--- src/rtl/bch_chien_search_seq_pkg.sv ---
// Shared types and elaboration-time GF(2^M) helpers for the sequential Chien search.
package bch_pkg;

   typedef enum logic [1:0] {IDLE, SEARCH, DONE} state_t;

   // alpha^k as an M-bit vector (returned in 32 bits), reduced by poly.
   function automatic logic [31:0] gf_alpha_pow(input int k, input int m, input logic [31:0] poly);
      logic [31:0] v;
      v = 32'd1;
      for (int i = 0; i < k; i++) begin
         v = v << 1;
         if (v[m]) v = v ^ poly;
      end
      return v;
   endfunction

   // Exponent of alpha^(-k) expressed as a non-negative exponent below n.
   function automatic int gf_inv_exp(input int k, input int n);
      return (n - (k % n)) % n;
   endfunction

   function automatic logic [31:0] default_prim_poly(input int m);
      case (m)
         3:       return 32'b1011;
         4:       return 32'b10011;
         5:       return 32'b100101;
         6:       return 32'b1000011;
         7:       return 32'b10001001;
         8:       return 32'b100011101;
         default: return 32'b0;
      endcase
   endfunction

endpackage

--- src/rtl/bch_chien_search_seq_if.sv ---
// Start/result bundle between the BM stage (master) and the Chien search (slave).
interface bch_chien_search_seq_if
   import bch_pkg::*;
#(
   parameter int M = 4,
   parameter int T = 2
);
   localparam int N  = (1 << M) - 1;
   localparam int DW = $clog2(T + 1);
   localparam int CW = $clog2(N + 1);

   // start is a request sampled only while idle; done is a one-cycle result strobe.
   logic          start;
   logic [T*M-1:0] lambda;
   logic [DW-1:0] lambda_deg;
   logic          busy;
   logic          done;
   logic [N-1:0]  error_vector;
   logic [CW-1:0] err_count;
   logic          fail;
   state_t        state;

   modport master (
      output start, lambda, lambda_deg,
      input  busy, done, error_vector, err_count, fail, state
   );

   modport slave (
      input  start, lambda, lambda_deg,
      output busy, done, error_vector, err_count, fail, state
   );
endinterface

--- src/rtl/bch_chien_search_seq_gf_const_mult.sv ---
// Multiply an M-bit GF(2^M) element by the constant alpha^EXP; pure XOR network.
module bch_gf_const_mult
   import bch_pkg::*;
#(
   parameter int           M         = 4,
   parameter logic [M:0]   PRIM_POLY = 5'b10011,
   parameter int           EXP       = 0
) (
   input  logic [M-1:0] a,
   output logic [M-1:0] y
);
   logic [M-1:0] cols [M];

   // Column i is alpha^(i+EXP): the image of input basis bit i.
   for (genvar i = 0; i < M; i++) begin : g_col
      localparam logic [31:0] COL = gf_alpha_pow(i + EXP, M, 32'(PRIM_POLY));
      assign cols[i] = a[i] ? COL[M-1:0] : '0;
   end

   always_comb begin
      y = '0;
      for (int i = 0; i < M; i++) y = y ^ cols[i];
   end
endmodule

--- src/rtl/bch_chien_search_seq.sv ---
// Sequential Chien search: evaluates the error locator at alpha^(-i), P positions per cycle.
module bch_chien_search_seq
   import bch_pkg::*;
#(
   parameter int         M         = 4,
   parameter int         T         = 2,
   parameter int         P         = 1,
   parameter logic [M:0] PRIM_POLY = (M + 1)'(default_prim_poly(M))
) (
   input  logic            clk,
   input  logic            rst_n,
   bch_chien_search_seq_if.slave bus
);
   localparam int N  = (1 << M) - 1;
   localparam int DW = $clog2(T + 1);
   localparam int CW = $clog2(N + 1);
   localparam int BW = $clog2(N + P);

   state_t        state, state_nxt;
   logic [BW-1:0] b;
   logic [DW-1:0] deg_q;
   logic [N-1:0]  ev_q, ev_nxt;
   logic [CW-1:0] cnt_q, cnt_add;
   logic          fail_q;
   logic [M-1:0]  r     [T];
   logic [M-1:0]  r_nxt [T];
   logic [M-1:0]  term  [P][T];
   logic [M-1:0]  syn   [P];
   logic [P-1:0]  hit;

   for (genvar p = 0; p < P; p++) begin : g_lane
      for (genvar j = 0; j < T; j++) begin : g_coef
         bch_gf_const_mult #(.M(M), .PRIM_POLY(PRIM_POLY), .EXP(gf_inv_exp((j + 1) * p, N)))
            u_lane (.a(r[j]), .y(term[p][j]));
      end
   end

   for (genvar j = 0; j < T; j++) begin : g_step
      bch_gf_const_mult #(.M(M), .PRIM_POLY(PRIM_POLY), .EXP(gf_inv_exp((j + 1) * P, N)))
         u_step (.a(r[j]), .y(r_nxt[j]));
   end

   // Lanes past position N-1 are masked, which also makes the exit cycle (b >= N) inert.
   always_comb begin
      hit     = '0;
      cnt_add = '0;
      ev_nxt  = ev_q;
      for (int p = 0; p < P; p++) begin
         syn[p] = M'(1);
         for (int j = 0; j < T; j++) syn[p] = syn[p] ^ term[p][j];
         hit[p]  = (syn[p] == '0) && (int'(b) + p < N);
         cnt_add = cnt_add + CW'(hit[p]);
      end
      for (int i = 0; i < N; i++) begin
         for (int p = 0; p < P; p++) begin
            if (hit[p] && (int'(b) + p == i)) ev_nxt[i] = 1'b1;
         end
      end
   end

   always_comb begin
      state_nxt = state;
      case (state)
         IDLE:    if (bus.start) state_nxt = SEARCH;
         SEARCH:  if (int'(b) >= N) state_nxt = DONE;
         DONE:    state_nxt = IDLE;
         default: state_nxt = IDLE;
      endcase
   end

   always_ff @(posedge clk) begin
      if (!rst_n) begin
         state  <= IDLE;
         b      <= '0;
         deg_q  <= '0;
         ev_q   <= '0;
         cnt_q  <= '0;
         fail_q <= 1'b0;
         for (int j = 0; j < T; j++) r[j] <= '0;
      end else begin
         state <= state_nxt;
         case (state)
            IDLE: begin
               if (bus.start) begin
                  deg_q  <= bus.lambda_deg;
                  ev_q   <= '0;
                  cnt_q  <= '0;
                  fail_q <= 1'b0;
                  b      <= '0;
                  for (int j = 0; j < T; j++) r[j] <= bus.lambda[j*M +: M];
               end
            end
            SEARCH: begin
               if (int'(b) < N) begin
                  ev_q  <= ev_nxt;
                  cnt_q <= cnt_q + cnt_add;
                  b     <= b + BW'(P);
                  for (int j = 0; j < T; j++) r[j] <= r_nxt[j];
               end else begin
                  fail_q <= (int'(cnt_q) != int'(deg_q));
               end
            end
            default: ;
         endcase
      end
   end

   assign bus.busy         = (state != IDLE);
   assign bus.done         = (state == DONE);
   assign bus.error_vector = ev_q;
   assign bus.err_count    = cnt_q;
   assign bus.fail         = fail_q;
   assign bus.state        = state;
endmodule

--- src/flat_wrapper.sv ---
// flat-port wrapper written by rule: the top's interface ports become plain ports
module bch_chien_search_seq_flat import bch_pkg::*;
#(
   parameter int         M         = 4,
   parameter int         T         = 2,
   parameter int         P         = 1,
   parameter logic [M:0] PRIM_POLY = (M + 1)'(default_prim_poly(M))
)
  (clk, rst_n, bus_start, bus_lambda, bus_lambda_deg, bus_busy, bus_done, bus_error_vector, bus_err_count, bus_fail, bus_state);
  bch_chien_search_seq_if #(.M(M), .T(T)) bus_i ();
  input  logic clk;
  input  logic rst_n;
  input wire logic [$bits(bus_i.start)-1:0] bus_start;
  input wire logic [$bits(bus_i.lambda)-1:0] bus_lambda;
  input wire logic [$bits(bus_i.lambda_deg)-1:0] bus_lambda_deg;
  output wire logic [$bits(bus_i.busy)-1:0] bus_busy;
  output wire logic [$bits(bus_i.done)-1:0] bus_done;
  output wire logic [$bits(bus_i.error_vector)-1:0] bus_error_vector;
  output wire logic [$bits(bus_i.err_count)-1:0] bus_err_count;
  output wire logic [$bits(bus_i.fail)-1:0] bus_fail;
  output wire logic [$bits(bus_i.state)-1:0] bus_state;
  assign bus_i.start = bus_start;
  assign bus_i.lambda = bus_lambda;
  assign bus_i.lambda_deg = bus_lambda_deg;
  assign bus_busy = bus_i.busy;
  assign bus_done = bus_i.done;
  assign bus_error_vector = bus_i.error_vector;
  assign bus_err_count = bus_i.err_count;
  assign bus_fail = bus_i.fail;
  assign bus_state = bus_i.state;
  bch_chien_search_seq #(.M(M), .T(T), .P(P), .PRIM_POLY(PRIM_POLY)) u_core (.clk(clk), .rst_n(rst_n), .bus(bus_i));
endmodule
--- config.mk ---
export PLATFORM = sky130hd
export DESIGN_NAME = bch_chien_search_seq_flat
export DESIGN_NICKNAME = d
export VERILOG_FILES = /design/src/rtl/bch_chien_search_seq_pkg.sv /design/src/rtl/bch_chien_search_seq_if.sv /design/src/rtl/bch_chien_search_seq_gf_const_mult.sv /design/src/rtl/bch_chien_search_seq.sv /design/src/flat_wrapper.sv
export SDC_FILE = /design/constraint.sdc
export NUM_CORES = 1
export LEC_CHECK = 0
export ABC_AREA = 1
export CAP_MARGIN = 5
export CORE_MARGIN = 5
export CORE_UTILIZATION = 40
export DETAILED_ROUTE_END_ITERATION = 8
export PLACE_DENSITY = 0.66
export SYNTH_ARGS = -nofsm -noshare
export SYNTH_HDL_FRONTEND = slang
export SYNTH_SLANG_ARGS = --single-unit
--- constraint.sdc ---
create_clock -name clk -period 1.8 [get_ports clk]
set_clock_uncertainty 0.15 [all_clocks]
set_input_delay 0.36 -clock clk [delete_from_list [all_inputs] [get_ports clk]]
set_output_delay 0.36 -clock clk [all_outputs]
set_load 0.01 [all_outputs]
==> metrics.md, run 1 <==
| Metric | Value |
|---|---|
| Via count | 1802 |
| Initial DRT Pass Iterations | 4 |
| Sequential area share after synthesis | 41.0% |
| Starting Density | 41.4% |
| HP Start | u_core.deg_q[0] |
| Most used routing layer | met2 |
| Switching share of power | 30.2% |
| Die Span X | 79.9 um |
| YS warnings | 0 |
| Switching pwr | 0.000574 W |
| CP max-delay cell | clkdlybuf4s50_1 |
| Post-DP HPWL | 3.27 mm |
| I/O Pins | 37 |
| Worst setup margin | 0.0661 ns |
| Post-Syn Area | 0.00195 mm^2 |
| Reg-to-Reg Start | u_core.b[1] |
| Multiplexer share of the synthesized area | 0% |
| Hold EP | u_core.deg_q[0] |
| Final worst-path cycle share | 96.3% |
| Final hold viol count | 0 |
| Gpl congestion | 0.831 |
| RR Endpoint | u_core.r[0][1] |
| Final ANT Viol Nets | 0 |
| Netlist cell types | 26 |
| Final std cells w/o fill | 391 |
| Clock transition at the registers of the reported paths | 0.07 ns |
| DR WL/cell | 11.2 um |
| Vias in the first global route | 1765 |
| Largest net degree at the start of global routing | 30 |
| Max Cap Viol | 0 |
| Final nets | 342 |
| Setup TNS | 0 ns |
| Grt met2 use | 24.9% |
| RSZ-0062 raised after global routing | yes |
| Global-route wire length before repair | 7.83 mm |
| TritonCTS clock tree | done |
| Worst slack at placement | -0.116 ns |
| Worst setup path category | reg -> out |
| Synth Area in Simple Gates | 31.9% |
| Post-synth net total | 291 |
| Ratio of cells with drive above 1 in the final layout | 14.8% |
| Status | completed |
| Global routing usage on met3 | 3.50% |
| Hold path cells | 2 |
| Mapped Cells | 272 |
| Flop pwr share | 48.1% |
| CTS sink count | 36 |
| XOR/XNOR Fraction of Synth Area | 2.24% |
| Synth-to-layout area growth | 32.7% |
| Gr ovfl total | 0 |
| R2r setup slk | 0.12 ns |
| P_leak | 1.06 nW |
| DRC viols | 0 |
| Clock Path Buffers | 2 |
| # port buffers | 36 |
| # Post-CTS Setup Buffers | 0 |
| Overall die area | 0.00638 mm^2 |
| Crit path required time | 1.29 ns |
| Synth Area in Compound Gates | 10.1% |
| Crit-path max cell delay | 0.56 ns |
| Commonest non-fill, non-tap cell in the layout | nand2_1 |
| Main combinational cell family by area after synthesis | simple AND/OR/NAND/NOR gates |
| Post-Synth Adder-Cell Area | 3.84% |
| Commonest cells after routing, fill and taps aside | 46 x nand2_1, 43 x nor2_1, 37 x nand3_1, 32 x clkdlybuf4s50_1, 30 x inv_1 |
| Standard-cell rows | 25 |
| Critical path buffer and inverter count | 1 |
| Met1 Usage GRT | 20.4% |
| Fin. max-slew vios | 0 |
| Worst setup EP type | output pin |
| Peak supply drop | 0.505 mV |
| Clk root buf | clkbuf_8 |
| Crit-path max FO | 4 |
| Skew-Pair Late Insertion Delay | 0.29 ns |
| Slew HR | 81.4% |
| Hold-fix buffers, CTS | 0 |
| Total CTS buffers | 5 |
| Total Routing Usage GR | 15.4% |
| Placed cells | 383 |
| Routed WL | 4.37 mm |
| CP startpoint kind | flip-flop |
| Core box area | 0.00472 mm^2 |
| Worst EP arrival | 1.22 ns |
| Reg2reg path depth | 7 |
| Chip height | 79.9 um |
| Minimum clock period | 1.73 ns |
| Comb power frac | 22.8% |
| Finish-stage setup viols | 0 |
| Initial antenna violation count | 0 |
| Pint | 0.00132 W |
| Flops & latches, synth | 36 |
| Min-Delay Path Class | reg -> reg |
| Clock network fraction of total power | 29.1% |
| H-Tree Level Count | 2 |
| CP delay by family, top | buffers and inverters |
| Avg Inst Size Synth | 7.19 um^2 |
| Power density over cell area | 732 mW/mm^2 |
| Vias per Instance | 4.61 |
| Initial DRC count | 56 |
| Worst path cell trace | clkdlybuf4s50_1 |
| Antenna cells | 0 |
| Fmax | 0.577 GHz |
| Worst-margin pin slew | 0.279 ns |
## worst max path at each step
stage / slack, ns / cells after the start / startpoint / endpoint
after floorplan: 0.01 / 9 / u_core.b[0] / u_core.bus.err_count[1]
after global placement: -0.08 / 6 / bus_start / u_core.r[0][0]
after detailed placement: -0.12 / 6 / bus_start / u_core.r[0][0]
after CTS: 0.01 / 1 / u_core.bus.err_count[0] / bus_err_count[0]
after global routing: -0.002 / 9 / u_core.b[0] / u_core.bus.err_count[2]
final: 0.07 / 1 / u_core.bus.err_count[3] / bus_err_count[3]
## sequential cells by signal, indices dropped and copies added (netlist names)
register                 count
u_core.bus.err_count         4
u_core.bus.fail              1
u_core.bus.state             2
u_core.b                     4
u_core.bus.error_vector     15
u_core.r                     8
u_core.deg_q                 2
## metrics by stage
stage          total power (W)  hold slack [ns]  utilization (%)  area, um^2
6_report               0.00190            0.324             54.9        2590
5_1_grt                0.00202            0.360             54.9        2590
4_1_cts                0.00191            0.331             54.6        2580
3_5_place_dp           0.00135            0.319             52.9        2500
3_3_place_gp           0.00135            0.304             52.9        2500
2_1_floorplan          0.00121            0.288                -        1960
## Yosys cell counts (all sizes together)
| cell | instances | area [um^2] |
|---|---|---|
| clkbuf | 1 | 3.75 |
| o21ai | 13 | 65.1 |
| dfxtp | 28 | 561 |
| ha | 6 | 75.1 |
| xor2 | 1 | 8.76 |
| a21oi | 21 | 105 |
| nor3 | 2 | 10.0 |
| nor3b | 1 | 7.51 |
| inv | 35 | 136 |
| xnor2 | 4 | 35.0 |
| nor2 | 52 | 215 |
| nand3 | 38 | 195 |
| o211ai | 1 | 7.51 |
| nand2 | 48 | 195 |
| buf | 11 | 73.8 |
| edfxtp | 8 | 240 |
| a32o | 2 | 20.0 |
## logic make-up (layout without fill, tap and decap cells)
| logic type | count (synthesis) | count (layout) |
|---|---|---|
| compound gates | 37 | 37 |
| xor+xnor | 5 | 5 |
| fa+ha+maj | 6 | 6 |
| buf+inv | 47 | 99 |
| flops | 36 | 36 |
| simple gates | 141 | 141 |
## power by group through the flow
stage	logic [W]	clock network, W	registers, W
after global routing	0.000490	0.000614	0.000918
final	0.000433	0.000553	0.000913
after floorplan	0.000290	0	0.000922
after global placement	0.000424	0	0.000925
after detailed placement	0.000427	0	0.000928
after CTS	0.000432	0.000571	0.000910
## final cells by class
| class | count | area, um^2 |
|---|---|---|
| multi-input cells | 189 | 945 |
| clock inverters | 1 | 5.00 |
| well taps | 67 | 83.8 |
| clock buffers | 7 | 76.3 |
| repair buffers | 56 | 538 |
| fillers | 466 | 2130 |
| inverters | 35 | 139 |
| flip-flops and latches | 36 | 806 |
## timing repair
item | in CTS | in global routing
endpoints found under the setup margin | 2 | 20
pin swaps | 0 | 2
gates resized for setup | 4 | 7
## metal layers
layer  routed length [um]  share of wire [%]  vias up
met5                    0                  0        -
met2                 2010                 46       33
li1                     -                  -      969
met1                 2130                 49      794
met4                   57                1.3        0
met3                  173                4.0        6
## worst min-delay path: stages (launching register included)
cell and delay (ns):
dfxtp_1 0.33, nand2_1 0.06, nand2_1 0.04
Power figures use the tool's default switching activity.
==> inputs of run 2 (changes only) <==
--- a/config.mk
+++ b/config.mk
@@ -10,7 +10,7 @@
 export CORE_MARGIN = 5
 export CORE_UTILIZATION = 40
 export DETAILED_ROUTE_END_ITERATION = 8
-export PLACE_DENSITY = 0.66
+export DONT_BUFFER_PORTS = 1
 export SYNTH_ARGS = -nofsm -noshare
 export SYNTH_HDL_FRONTEND = slang
 export SYNTH_SLANG_ARGS = --single-unit
==> run 2 against run 1 <==
  * Utilization fell by 9.9 points
  * Setup slack gained 0.019 ns
  * Final area down 18%
  * Non-clock buffer count decreased by 46
  * Routed wire length decreased by 4.1%
  * Sequential share of layout area increased by 6.7 points
  * Worst hold slack got worse by 0.28 ns
  * First-iteration DRC count is 25% higher
==> metrics.md, run 2 (synthesis results as in run 1) <==
| Metric | Value |
|---|---|
| Status | completed |
| Worst setup path category | reg -> reg |
| TritonCTS clock tree | done |
| Clk root buf | clkbuf_8 |
| CTS sink count | 36 |
| Final nets | 296 |
| Starting Density | 41.4% |
| # port buffers | 0 |
| Core box area | 0.00472 mm^2 |
| Global-route wire length before repair | 7.34 mm |
| Largest net degree at the start of global routing | 30 |
| CP delay by family, top | simple AND/OR/NAND/NOR gates |
| Gr ovfl total | 0 |
| Hold EP | u_core.bus.error_vector[6] |
| Worst setup margin | 0.0846 ns |
| Reg2reg path depth | 7 |
| Pint | 0.00126 W |
| RR Endpoint | u_core.bus.err_count[3] |
| Worst setup EP type | flip-flop |
| P_leak | 0.830 nW |
| Via count | 1647 |
| Chip height | 79.9 um |
| Clock network fraction of total power | 30.4% |
| Total Routing Usage GR | 14.6% |
| Reg-to-Reg Start | u_core.r[0][6] |
| Commonest non-fill, non-tap cell in the layout | nand2_1 |
| Crit-path max FO | 2 |
| Slew HR | 71.5% |
| Top cell by count, worst path | nand3_1 |
| Final std cells w/o fill | 345 |
| Number of flip-flops in the largest register | 15 |
| Power density over cell area | 858 mW/mm^2 |
| Setup TNS | 0 ns |
| Routed WL | 4.18 mm |
| Placed cells | 335 |
| Fill cell total of the finished layout | 526 |
| Fin. max-slew vios | 0 |
| Switching pwr | 0.000560 W |
| Gpl congestion | 0.833 |
| Overall die area | 0.00638 mm^2 |
| Vias per Instance | 4.77 |
| HP Start | rst_n |
| Crit-path max cell delay | 0.42 ns |
| Skew-Pair Late Insertion Delay | 0.29 ns |
| Ratio of cells with drive above 1 in the final layout | 13.3% |
| Post-DP HPWL | 2.99 mm |
| Final hold viol count | 0 |
| Finish-stage setup viols | 0 |
| DR WL/cell | 12.1 um |
| Die Span X | 79.9 um |
| Crit path required time | 1.83 ns |
| I/O Pins | 37 |
| Fmax | 0.583 GHz |
| Critical path buffer and inverter count | 0 |
| Clock transition at the registers of the reported paths | 0.07 ns |
| Cell area after layout | 0.00213 mm^2 |
| Vias in the first global route | 1644 |
| CP startpoint kind | flip-flop |
| Hold path cells | 2 |
| Worst path cell trace | xnor2_1 > nand3_1 > nor2_2 > ha_1 > nand3_1 > nor3b_1 > nor2_1 |
| Initial DRT Pass Iterations | 4 |
| Total CTS buffers | 5 |
| Peak supply drop | 0.489 mV |
| CP max-delay cell | edfxtp_1 |
| Final ANT Viol Nets | 0 |
| Switching share of power | 30.7% |
| Clock Path Buffers | 2 |
| Initial antenna violation count | 0 |
| Standard-cell rows | 25 |
| Antenna cells | 0 |
| Minimum clock period | 1.72 ns |
| Worst EP arrival | 1.75 ns |
| Worst-margin pin slew | 0.426 ns |
| Synth-to-layout area growth | 8.77% |
| RSZ-0062 raised after global routing | yes |
| H-Tree Level Count | 2 |
| Final worst-path cycle share | 95.3% |
| Dpl cell area | 0.00202 mm^2 |
| Flop pwr share | 50.2% |
| R2r setup slk | 0.08 ns |
| Initial DRC count | 70 |
| DRC viols | 0 |
| Min-Delay Path Class | in -> reg |
| Max Cap Viol | 0 |
| Worst slack at placement | 0.0437 ns |
| Commonest cells after routing, fill and taps aside | 46 x nand2_1, 43 x nor2_1, 37 x nand3_1, 30 x inv_1, 26 x dfxtp_1 |
| Comb power frac | 19.5% |
run 2: through the flow:
stage	util [%]	hold slack (ns)	total power, W
2_1_floorplan	-	0.288	0.00121
3_3_place_gp	42.8	0.307	0.00127
3_5_place_dp	42.8	0.308	0.00127
4_1_cts	44.6	0.0281	0.00184
5_1_grt	45.0	0.0286	0.00194
6_report	45.0	0.0433	0.00182
run 2: worst max path at each step:
| stage | start | end | cells past startpoint |
|---|---|---|---|
| 3_5_place_dp | u_core.r[0][1] | u_core.bus.err_count[2] | 10 |
| 3_3_place_gp | u_core.r[0][1] | u_core.bus.err_count[2] | 10 |
| 6_report | u_core.r[0][6] | u_core.bus.err_count[3] | 7 |
| 5_1_grt | u_core.r[0][5] | u_core.bus.error_vector[3] | 9 |
| 2_1_floorplan | u_core.b[0] | u_core.bus.err_count[1] | 9 |
| 4_1_cts | u_core.r[0][1] | u_core.bus.err_count[2] | 10 |
run 2: cell type report:
type | count | area, um^2 | share of cell area [%]
Clock inverter | 3 | 13.8 | 0.647
Tap cell | 67 | 83.8 | 3.94
Inverter | 35 | 136 | 6.42
Multi-Input combinational cell | 189 | 945 | 44.4
Clock buffer | 5 | 68.8 | 3.24
Timing Repair Buffer | 10 | 75.1 | 3.53
Sequential cell | 36 | 803 | 37.8
run 2: metal layers:
| layer | share of wire (%) | track usage [%] | vias to the layer above | routed length, um |
|---|---|---|---|---|
| met2 | 47 | 25.1 | 33 | 1990 |
| met3 | 5.5 | 4.63 | 2 | 229 |
| li1 | - | - | 875 | - |
| met1 | 46 | 16.8 | 737 | 1930 |
| met5 | 0 | 0 | - | 0 |
| met4 | 0.84 | 5.41 | 0 | 35 |
run 2: what timing repair did:
| item | 4_1_cts | 5_1_grt |
|---|---|---|
| gates resized for setup | 0 | 5 |
| buffers inserted | 0 | 2 |
| setup endpoints to repair | 0 | 18 |
| hold buffers | 0 | 0 |
run 2: power by group through the flow:
stage / Sequential, W / Combinational, W / Clock [W]
3_5_place_dp: 0.000931 / 0.000343 / 0
5_1_grt: 0.000922 / 0.000402 / 0.000611
4_1_cts: 0.000913 / 0.000346 / 0.000577
2_1_floorplan: 0.000922 / 0.000290 / 0
6_report: 0.000915 / 0.000355 / 0.000554
3_3_place_gp: 0.000929 / 0.000345 / 0
run 2: worst reg2reg max path, stage by stage, from the launching register on:
cell and delay [ns]:
edfxtp_1 0.42, xnor2_1 0.18, nand3_1 0.12, nor2_2 0.17, ha_1 0.19, nand3_1 0.11, nor3b_1 0.22, nor2_1 0.06
==> inputs of run 3 (changes only) <==
--- a/config.mk
+++ b/config.mk
@@ -5,7 +5,6 @@
 export SDC_FILE = /design/constraint.sdc
 export NUM_CORES = 1
 export LEC_CHECK = 0
-export ABC_AREA = 1
 export CAP_MARGIN = 5
 export CORE_MARGIN = 5
 export CORE_UTILIZATION = 40
==> constraint.sdc (replaced) <==
create_clock -name clk -period 1.7 [get_ports clk]
set_clock_uncertainty 0.15 [all_clocks]
set_input_delay 0.34 -clock clk [delete_from_list [all_inputs] [get_ports clk]]
set_output_delay 0.34 -clock clk [all_outputs]
set_load 0.01 [all_outputs]
==> run 3 against run 2 <==
  * Clock power increased by 9.4%
  * Clock-buffer cell count increased by 3
  * Critical path type unchanged
  * The run now ends with setup timing left
  * Flip-flop and latch count unchanged
==> metrics.md, run 3 <==
| Metric | Value |
|---|---|
| XOR/XNOR Fraction of Synth Area | 6.58% |
| TritonCTS clock tree | done |
| Failing checks | setup timing |
| Synth-to-layout area growth | 17.5% |
| Min-Delay Path Class | in -> reg |
| P_leak | 0.858 nW |
| Post-synth top area cell | dfxtp_1 |
| Setup TNS | -2.65 ns |
| Worst setup margin | -0.304 ns |
| Crit-path max FO | 2 |
| Reg2reg path depth | 8 |
| Final worst-path cycle share | 118% |
| Post-Synth Adder-Cell Area | 4.34% |
| Gpl congestion | 0.805 |
| Clock Path Buffers | 2 |
| Final std cells w/o fill | 244 |
| Initial antenna violation count | 0 |
| Hold EP | u_core.deg_q[0] |
| Commonest cells after routing, fill and taps aside | 26 x dfxtp_1, 22 x nand2_1, 20 x buf_4, 17 x mux2i_1, 15 x nand4_1 |
| YS warnings | 0 |
| Minimum clock period | 2.00 ns |
| HP Start | rst_n |
| Worst EP arrival | 2.02 ns |
| Skew-Pair Late Insertion Delay | 0.28 ns |
| # port buffers | 0 |
| Via count | 1295 |
| CP delay by family, top | simple AND/OR/NAND/NOR gates |
| Vias per Instance | 5.31 |
| Reg-to-Reg Start | u_core.r[0][3] |
| Avg Inst Size Synth | 10.1 um^2 |
| Top cell by count, worst path | xor2_1 |
| Post-DP HPWL | 2.88 mm |
| Peak supply drop | 0.470 mV |
| CP startpoint kind | flip-flop |
| Flops & latches, synth | 36 |
| Starting Density | 40.6% |
| Routed WL | 3.92 mm |
| Largest net degree at the start of global routing | 21 |
| Overall die area | 0.00574 mm^2 |
| Hold-fix buffers, CTS | 0 |
| Clk root buf | clkbuf_8 |
| Sequential area share after synthesis | 46.3% |
| Initial DRC count | 26 |
| Status | finished with violations |
| Standard-cell rows | 24 |
| Post-Syn Area | 0.00173 mm^2 |
| I/O Pins | 37 |
| Power density over cell area | 930 mW/mm^2 |
| Asr flop ratio synth | 0% |
| Chip height | 75.8 um |
| Total Routing Usage GR | 15.3% |
| Commonest non-fill, non-tap cell in the layout | dfxtp_1 |
| Final hold viol count | 0 |
| H-Tree Level Count | 2 |
| Most area-consuming cells after synthesis | dfxtp_1 32%, edfxtp_1 14%, mux2i_1 9.8% |
| Vias in the first global route | 1369 |
| Mapped Cells | 172 |
| CP max-delay cell | edfxtp_1 |
| Levels on crit path | 8 |
| Die Span X | 75.8 um |
| Antenna cells | 0 |
| Total CTS buffers | 5 |
| Placed cells | 231 |
| Crit path required time | 1.72 ns |
| Multiplexer share of the synthesized area | 9.84% |
| Global-route wire length before repair | 6.53 mm |
| Gr ovfl total | 0 |
| Max Cap Viol | 0 |
| RR Endpoint | u_core.bus.err_count[3] |
| Number of flip-flops in the largest register | 15 |
| CTS sink count | 36 |
| Crit-path max cell delay | 0.41 ns |
| Synth Area in Compound Gates | 7.24% |
| Fill cell total of the finished layout | 419 |
| Fmax | 0.499 GHz |
| Cell with the most instances after synthesis | dfxtp_1 |
| Final ANT Viol Nets | 0 |
| Main combinational cell family by area after synthesis | simple AND/OR/NAND/NOR gates |
| Fin. max-slew vios | 0 |
| Number of enable flip-flop cells after synthesis | 8 |
| Worst setup EP type | flip-flop |
| Slew HR | 67.6% |
| Netlist cell types | 29 |
| Worst path cell trace | xor2_1 > nor4_4 > and2_1 > ha_1 > and3_1 > nand3_1 > xor2_1 > nor2_1 |
| RSZ-0062 raised after global routing | yes |
| Finish-stage setup viols | 18 |
| Top-area cell type share of the netlist area | 32.4% |
| Worst setup path category | reg -> reg |
| DR WL/cell | 16.1 um |
| Core box area | 0.00426 mm^2 |
| Clock transition at the registers of the reported paths | 0.06 ns |
| Most used DFF post-synth | dfxtp_1 |
| DRC viols | 0 |
| Ratio of cells with drive above 1 in the final layout | 19.8% |
| Post-synth net total | 191 |
| Critical path buffer and inverter count | 0 |
| Synth Area in Simple Gates | 22.7% |
| Initial DRT Pass Iterations | 4 |
| Hold path cells | 1 |
| Final nets | 210 |
| Worst-margin pin slew | 0.484 ns |
| Synth top cells by count | 28 x dfxtp_1, 23 x nand2_1, 17 x mux2i_1, 15 x nand4_1, 9 x nor2_1 |
| R2r setup slk | -0.30 ns |
-- run 3: metal layers --
layer | GRT usage, % | wire [um] | share of wire, % | vias to the layer above
met2 | 25.2 | 1930 | 49 | 27
met4 | 6.99 | 65 | 1.7 | 0
met1 | 17.9 | 1640 | 42 | 619
met3 | 5.15 | 280 | 7.1 | 5
met5 | 0 | 0 | 0 | -
li1 | - | - | - | 644
-- run 3: per-stage QoR --
stage / area (um^2) / utilization, % / total power [W] / hold slack (ns) / worst slack, ns
2_1_floorplan: 1740 / - / 0.00117 / 0.318 / -0.402
3_3_place_gp: 1880 / 44.2 / 0.00125 / 0.327 / -0.200
3_5_place_dp: 1880 / 44.2 / 0.00126 / 0.335 / -0.307
4_1_cts: 2010 / 47.2 / 0.00191 / 0.0348 / -0.314
5_1_grt: 2030 / 47.7 / 0.00198 / 0.0446 / -0.401
6_report: 2030 / 47.7 / 0.00189 / 0.0394 / -0.304
-- run 3: how the worst max path moves through the flow --
| stage | from | end | slack [ns] |
|---|---|---|---|
| after floorplan | u_core.r[0][3] | u_core.bus.err_count[1] | -0.40 |
| after global placement | u_core.r[0][3] | u_core.bus.err_count[3] | -0.20 |
| after detailed placement | u_core.r[0][3] | u_core.bus.err_count[3] | -0.31 |
| after CTS | u_core.r[0][3] | u_core.bus.err_count[3] | -0.31 |
| after global routing | u_core.r[0][3] | u_core.bus.err_count[3] | -0.40 |
| final | u_core.r[0][3] | u_core.bus.err_count[3] | -0.30 |
-- run 3: logic make-up after synthesis --
kind of cell / after synthesis
AOI/OAI and AO/OA: 16
xor gates and xnor gates: 13
adders and majority gates: 6
buffers and inverters: 11
DFF: 36
muxes: 17
and+or+nand+nor: 73
-- run 3: report_power, final --
| part | leakage, nW | switching (W) | total, W | internal, W |
|---|---|---|---|---|
| Clock | 0.0455 | 0.000276 | 0.000606 | 0.000330 |
| Combinational | 0.497 | 0.000173 | 0.000328 | 0.000155 |
| Sequential | 0.316 | 0.0000339 | 0.000955 | 0.000921 |
| Total | 0.858 | 0.000483 | 0.00189 | 0.00141 |
-- run 3: repair_timing --
item | CTS | global route
setup buffers | 4 | 1
endpoints found under the hold margin | 0 | 0
pin swaps | 1 | 1
cloned | 1 | 0
gates resized for setup | 5 | 4
endpoints found under the setup margin | 32 | 29
-- run 3: worst reg2reg max path, delay by kind of cell, from the launching register on --
kind                       cells  cell delay (ns)
xor gates and xnor gates       2             0.37
DFF                            1             0.41
and+or+nand+nor                5             0.78
adders and majority gates      1             0.17
-- run 3: cell type report --
cell class                 count  area (um^2)  area share [%]
multi-input combinational    125          905            44.5
inverter                       2         7.51           0.369
tap                           52         65.1            3.20
clock buffer                   8         90.1            4.43
sequential                    36          803            39.5
timing repair buffer          21          161            7.94
==> variant 1: new RTL, settings of run 3 <==
Reset style: asynchronous (`rst_n`), changed in one clocked block.
--- a/src/rtl/bch_chien_search_seq.sv
+++ b/src/rtl/bch_chien_search_seq.sv
@@ -68,7 +68,7 @@
       endcase
    end
 
-   always_ff @(posedge clk) begin
+   always_ff @(posedge clk or negedge rst_n) begin
       if (!rst_n) begin
          state  <= IDLE;
          b      <= '0;
Check against the original RTL: differs if rst_n is asserted again (counterexample within 4 cycles, from zero or initial values and one cycle with rst_n low); with rst_n held inactive, the same outputs for 10 cycles.
==> variant 1 against run 3 <==
The flow still finishes with violations (setup timing); critical path type unchanged; non-clock buffer count is 10 higher; critical path depth is 3 lower; cell area grew 14%; global-route usage down 0.92 points; synthesized area grew 3.9%; worst setup slack improved by 180 ps; routed wire length grew 5.7%; sequential cell count unchanged; count of clock-buffer cells in the layout fell by 1.
Power is not compared: it rests on default switching activity, and its combinational part moved more than twofold at a synthesized area within 25%.
==> variant 1: results (changes against run 3) <==
[run_status]
outcome = finished, violations left  ; unchanged
violations = setup timing  ; unchanged

[worst_setup_path]
critPathSlowestCell = a211o_4  ; was edfxtp_1
crit_fanout = 7  ; was 2
cp_top_family = compound AO/OA/AOI/OAI gates  ; was simple AND/OR/NAND/NOR gates
crit_arrival_ps = 1830  ; was 2020 ps
crit_path_max_incr_delay_ps = 430  ; was 410 ps

[global_route]
grt_max_degree = 37  ; was 21
grt_pass1_wl_um = 6810  ; was 6530 um
first_global_vias = 1424  ; was 1369
grt_use_total_pct = 14.4  ; was 15.3%

[detailed_routing]
vias = 1383  ; was 1295
wirelength_met1_um = 1700  ; was 1640 um
wl_met2_um = 2160  ; was 1930 um
detail_route.wl_per_cell_um = 16.1  ; about the same
dr_wl_met3_um = 230  ; was 280 um

[synthesis]
synthFlopType = dfrtp_1  ; was dfxtp_1
yosys-top-cells-count = 36 x dfrtp_1, 31 x nand2_1, 20 x nor2_1, 8 x a22o_1  ; was 28 x dfxtp_1, 23 x nand2_1, 17 x mux2i_1, 15 x nand4_1, 9 x nor2_1
synth_area_per_cell_um2 = 10.3  ; was 10.1 um^2
yosysSeqAreaShare_pct = 50.1  ; was 46.3%
synth.area.top_cells = dfrtp_1 50%, nand2_1 6.5%, ha_1 4.2%  ; was dfxtp_1 32%, edfxtp_1 14%, mux2i_1 9.8%
ys_async_sr_fraction_pct = 100  ; was 0%
synth_cell_type_count = 37  ; was 29
synth.net_count = 193  ; was 191

[finish]
layout.nets = 224  ; was 210
fillers = 380  ; was 419

[sta]
finalSetupViolCount = 16  ; was 18
timing.setup.tns_ps = -700  ; was -2650 ps
finalWorstSetupSlack_ps = -123  ; was -304 ps
relSlewSlack_pct = 70.6  ; was 67.6%

[placed_design]
hpwl_um = 2970  ; was 2880 um
dpl_cell_area_um2 = 2050  ; was 1880 um^2
dp_slack_ps = -102  ; was -307 ps
routabilityCongestion = 0.869  ; was 0.805

-- variant 1: cell type report --
cell class	count	area (um^2)	share of cell area, %
Timing Repair Buffer	31	304	13.1
Timing Repair inverter	1	8.76	0.377
Inverter	7	38.8	1.67
Clock buffer	7	96.3	4.15
Multi-Input combinational cell	123	907	39.1
Tap cell	52	65.1	2.80
Sequential cell	36	901	38.8
-- variant 1: repair_timing --
item,4_1_cts,5_1_grt
hold endpoints to repair,36,0
hold buffers,2,0
endpoints found under the setup margin,20,24
gates resized for setup,4,21
setup buffers,3,1
pin swaps,0,5
cloned,0,1
-- variant 1: worst paths after layout --
path	startpoint	end	slack, ps	cells past startpoint
worst max register to register	u_core.b[1]	u_core.bus.error_vector[10]	-120	5
max in group asynchronous	rst_n	u_core.bus.err_count[1]	860	2
worst min register to register	u_core.deg_q[1]	u_core.deg_q[1]	350	2
worst min-delay path	bus_lambda_deg[0]	u_core.deg_q[0]	30	2
min in group asynchronous	rst_n	u_core.bus.error_vector[1]	350	2
worst max-delay path	u_core.b[1]	u_core.bus.error_vector[10]	-120	5
-- variant 1: power breakdown --
part / internal (W) / total (W) / switching [W]
combinational: 0.00126 / 0.00267 / 0.00140
sequential: 0.00122 / 0.00160 / 0.000379
clock: 0.000361 / 0.000647 / 0.000286
total: 0.00284 / 0.00491 / 0.00207
-- variant 1: cells by family after synthesis --
| family | Yosys count | share of synthesized area, % |
|---|---|---|
| and+or+nand+nor | 72 | 19.5 |
| adders and majority gates | 6 | 4.18 |
| AOI/OAI and AO/OA | 34 | 15.6 |
| buffers and inverters | 15 | 4.80 |
| xor gates and xnor gates | 11 | 5.78 |
| DFF | 36 | 50.1 |
==> variant 2: new RTL, settings of run 3 <==
Made on the original files. `T` is set to 2 in 3 places; all go to 4.
--- a/src/rtl/bch_chien_search_seq_if.sv
+++ b/src/rtl/bch_chien_search_seq_if.sv
@@ -3,7 +3,7 @@
    import bch_pkg::*;
 #(
    parameter int M = 4,
-   parameter int T = 2
+   parameter int T = 4
 );
    localparam int N  = (1 << M) - 1;
    localparam int DW = $clog2(T + 1);
--- a/src/rtl/bch_chien_search_seq.sv
+++ b/src/rtl/bch_chien_search_seq.sv
@@ -3,7 +3,7 @@
    import bch_pkg::*;
 #(
    parameter int         M         = 4,
-   parameter int         T         = 2,
+   parameter int         T         = 4,
    parameter int         P         = 1,
    parameter logic [M:0] PRIM_POLY = (M + 1)'(default_prim_poly(M))
 ) (
--- a/src/flat_wrapper.sv
+++ b/src/flat_wrapper.sv
@@ -2,7 +2,7 @@
 module bch_chien_search_seq_flat import bch_pkg::*;
 #(
    parameter int         M         = 4,
-   parameter int         T         = 2,
+   parameter int         T         = 4,
    parameter int         P         = 1,
    parameter logic [M:0] PRIM_POLY = (M + 1)'(default_prim_poly(M))
 )
Ports: changed (resized bus_lambda and bus_lambda_deg); port bits go from 37 to 46. No check against the original RTL was run, so the function may have changed too.
==> variant 2 against run 3 <==
The run still ends with setup timing left; non-clock buffer count rose by 17; synthesized area is 20% higher; fmax shrank 1.6%; cell area is 34% higher; cell count up 23%; routed wire length increased by 32%; sequential cell count grew 9; worst setup slack worse by 32 ps; first-iteration DRC count grew to 2.8 times the old value; synthesized cell count grew 10%.
Power is not compared: it rests on default switching activity, and its combinational part moved more than twofold at a synthesized area within 25%.
==> variant 2: results (changes against run 3) <==
[finish]
final_layout_size_suffix_gt1_share_pct = 34.6  ; was 19.8%
layout.nets = 258  ; was 210
regMostFlops = u_core.r
n_antenna_cell = 0  ; unchanged
fillers = 466  ; was 419
largest_reg_flops = 16  ; was 15

[detailed_routing]
detail_route.wl_per_cell_um = 17.2  ; was 16.1 um
drtIter0Drc = 72  ; was 26
drt-vias-per-instance = 5.21  ; was 5.31
first_pass_iters = 4  ; unchanged

[synthesis]
synth_edf_count = 16  ; was 8
yosys-top-cells-count = 29 x dfxtp_1, 19 x xnor2_1, 18 x a22o_1, 16 x edfxtp_1  ; was 28 x dfxtp_1, 23 x nand2_1, 17 x mux2i_1, 15 x nand4_1, 9 x nor2_1
yosysSeqAreaShare_pct = 51.2  ; was 46.3%
synth.area.top_cells = dfxtp_1 28%, edfxtp_1 23%, xnor2_1 8.0%  ; was dfxtp_1 32%, edfxtp_1 14%, mux2i_1 9.8%
synth.net_count = 218  ; was 191
synth_cell_type_count = 34  ; was 29
ys_async_sr_fraction_pct = 0  ; unchanged
yosys_warnings = 0  ; unchanged

[cts]
cts_htree_levels = 2  ; unchanged
cts-root-buf = clkbuf_8  ; unchanged
cts_buffer_depth = 2  ; unchanged
numCtsBuffers = 5  ; unchanged
insertion_delay_ps = 300  ; was 280 ps
clk_pin_slew_worst_paths_ps = 90  ; was 60 ps

[worst_setup_path]
critPathSlowestCell = edfxtp_1  ; unchanged
crit_path_max_incr_delay_ps = 470  ; was 410 ps
cp_top_family = flip-flops  ; was simple AND/OR/NAND/NOR gates
crit_fanout = 2  ; unchanged
crit_arrival_ps = 2080  ; was 2020 ps

[sta]
timing.setup.tns_ps = -2260  ; was -2650 ps
finalSetupViolCount = 19  ; was 18
fmax_mhz = 491  ; was 499 MHz
finalWorstSetupSlack_ps = -336  ; was -304 ps
relSlewSlack_pct = 68.8  ; was 67.6%

[run_status]
violations = setup timing  ; unchanged
outcome = finished, violations left  ; unchanged

[placed_design]
dp_slack_ps = -326  ; was -307 ps
routabilityCongestion = 0.778  ; was 0.805
port_buffers = 0  ; unchanged
hpwl_um = 3750  ; was 2880 um

[power_and_ir_drop]
leakagePower_nw = 1.08
ir_drop_uv = 377

[global_route]
first_global_vias = 1594  ; was 1369
grt_pass1_wl_um = 7920  ; was 6530 um
antenna_found_initial = 0  ; unchanged
grt_max_degree = 18  ; was 21
grt_use_total_pct = 15.5  ; was 15.3%

[worst_hold_path]
min_path_type = in -> reg  ; unchanged

-- variant 2: final timing paths --
| path | from | end | slack, ps | cells after the start |
|---|---|---|---|---|
| worst max-delay path | u_core.r[1][2] | u_core.bus.err_count[1] | -340 | 7 |
| worst min-delay path | rst_n | u_core.deg_q[1] | 10 | 1 |
| worst max register to register | u_core.r[1][2] | u_core.bus.err_count[1] | -340 | 7 |
| worst min register to register | u_core.bus.error_vector[4] | u_core.bus.error_vector[4] | 380 | 2 |
-- variant 2: layout make-up --
| type | instances | area, um^2 | area share, % |
|---|---|---|---|
| clock buffer | 5 | 68.8 | 2.53 |
| inverter | 9 | 38.8 | 1.42 |
| timing repair buffer | 38 | 309 | 11.3 |
| tap | 70 | 87.6 | 3.21 |
| multi-input combinational | 131 | 1130 | 41.6 |
| clock inverter | 3 | 21.3 | 0.781 |
| sequential | 45 | 1070 | 39.1 |
-- variant 2: kinds of logic (layout without fill, tap and decap cells) --
logic type / count (synthesis) / count (layout) / synth area share [%]
adder cells (fa/ha/maj): 6 / 6 / 3.63
AND/OR/NAND/NOR: 52 / 52 / 13.6
AO/OA/AOI/OAI: 39 / 39 / 14.2
flip-flops: 45 / 45 / 51.2
XOR/XNOR: 29 / 29 / 12.3
buffers and inverters: 14 / 55 / 2.66
multiplexers: 5 / 5 / 2.42
-- variant 2: worst reg2reg max path: stages (launching register included) --
cell and delay [ps]:
edfxtp_1 470, xnor2_2 190, xnor2_2 170, nor4_4 230
and2_4 190, ha_4 140, ha_4 200, a22o_1 200
-- variant 2: metrics by stage --
stage | power (W) | instance area [um^2] | std cells | utilization [%]
detailed placement | 0.00185 | 2430 | 287 | 48.0
finish | 0.00265 | 2730 | 301 | 53.7
global placement | 0.00183 | 2430 | 287 | 48.0
floorplan | 0.00165 | 2120 | 190 | -
CTS | 0.00260 | 2630 | 300 | 51.8
global route | 0.00278 | 2730 | 301 | 53.7
-- variant 2: timing repair --
item / CTS / global route
pin swaps: 12 / 6
setup buffers: 5 / 2
setup endpoints to repair: 34 / 46
endpoints found under the hold margin: 0 / 0
resized for setup: 13 / 16
-- variant 2: layer usage --
metal	share of wire (%)	vias up	GRT usage, %	wire (um)
met5	0	-	0	0
met1	42	752	19.4	2150
met4	1.9	0	5.65	97
li1	-	758	-	-
met2	50	49	24.8	2610
met3	6.1	10	5.26	316
-- variant 2: report_power, final --
part	total, W	switching, W	internal [W]
Sequential	0.00126	0.0000630	0.00120
Clock	0.000686	0.000394	0.000292
Combinational	0.000708	0.000333	0.000375
Total	0.00265	0.000790	0.00186
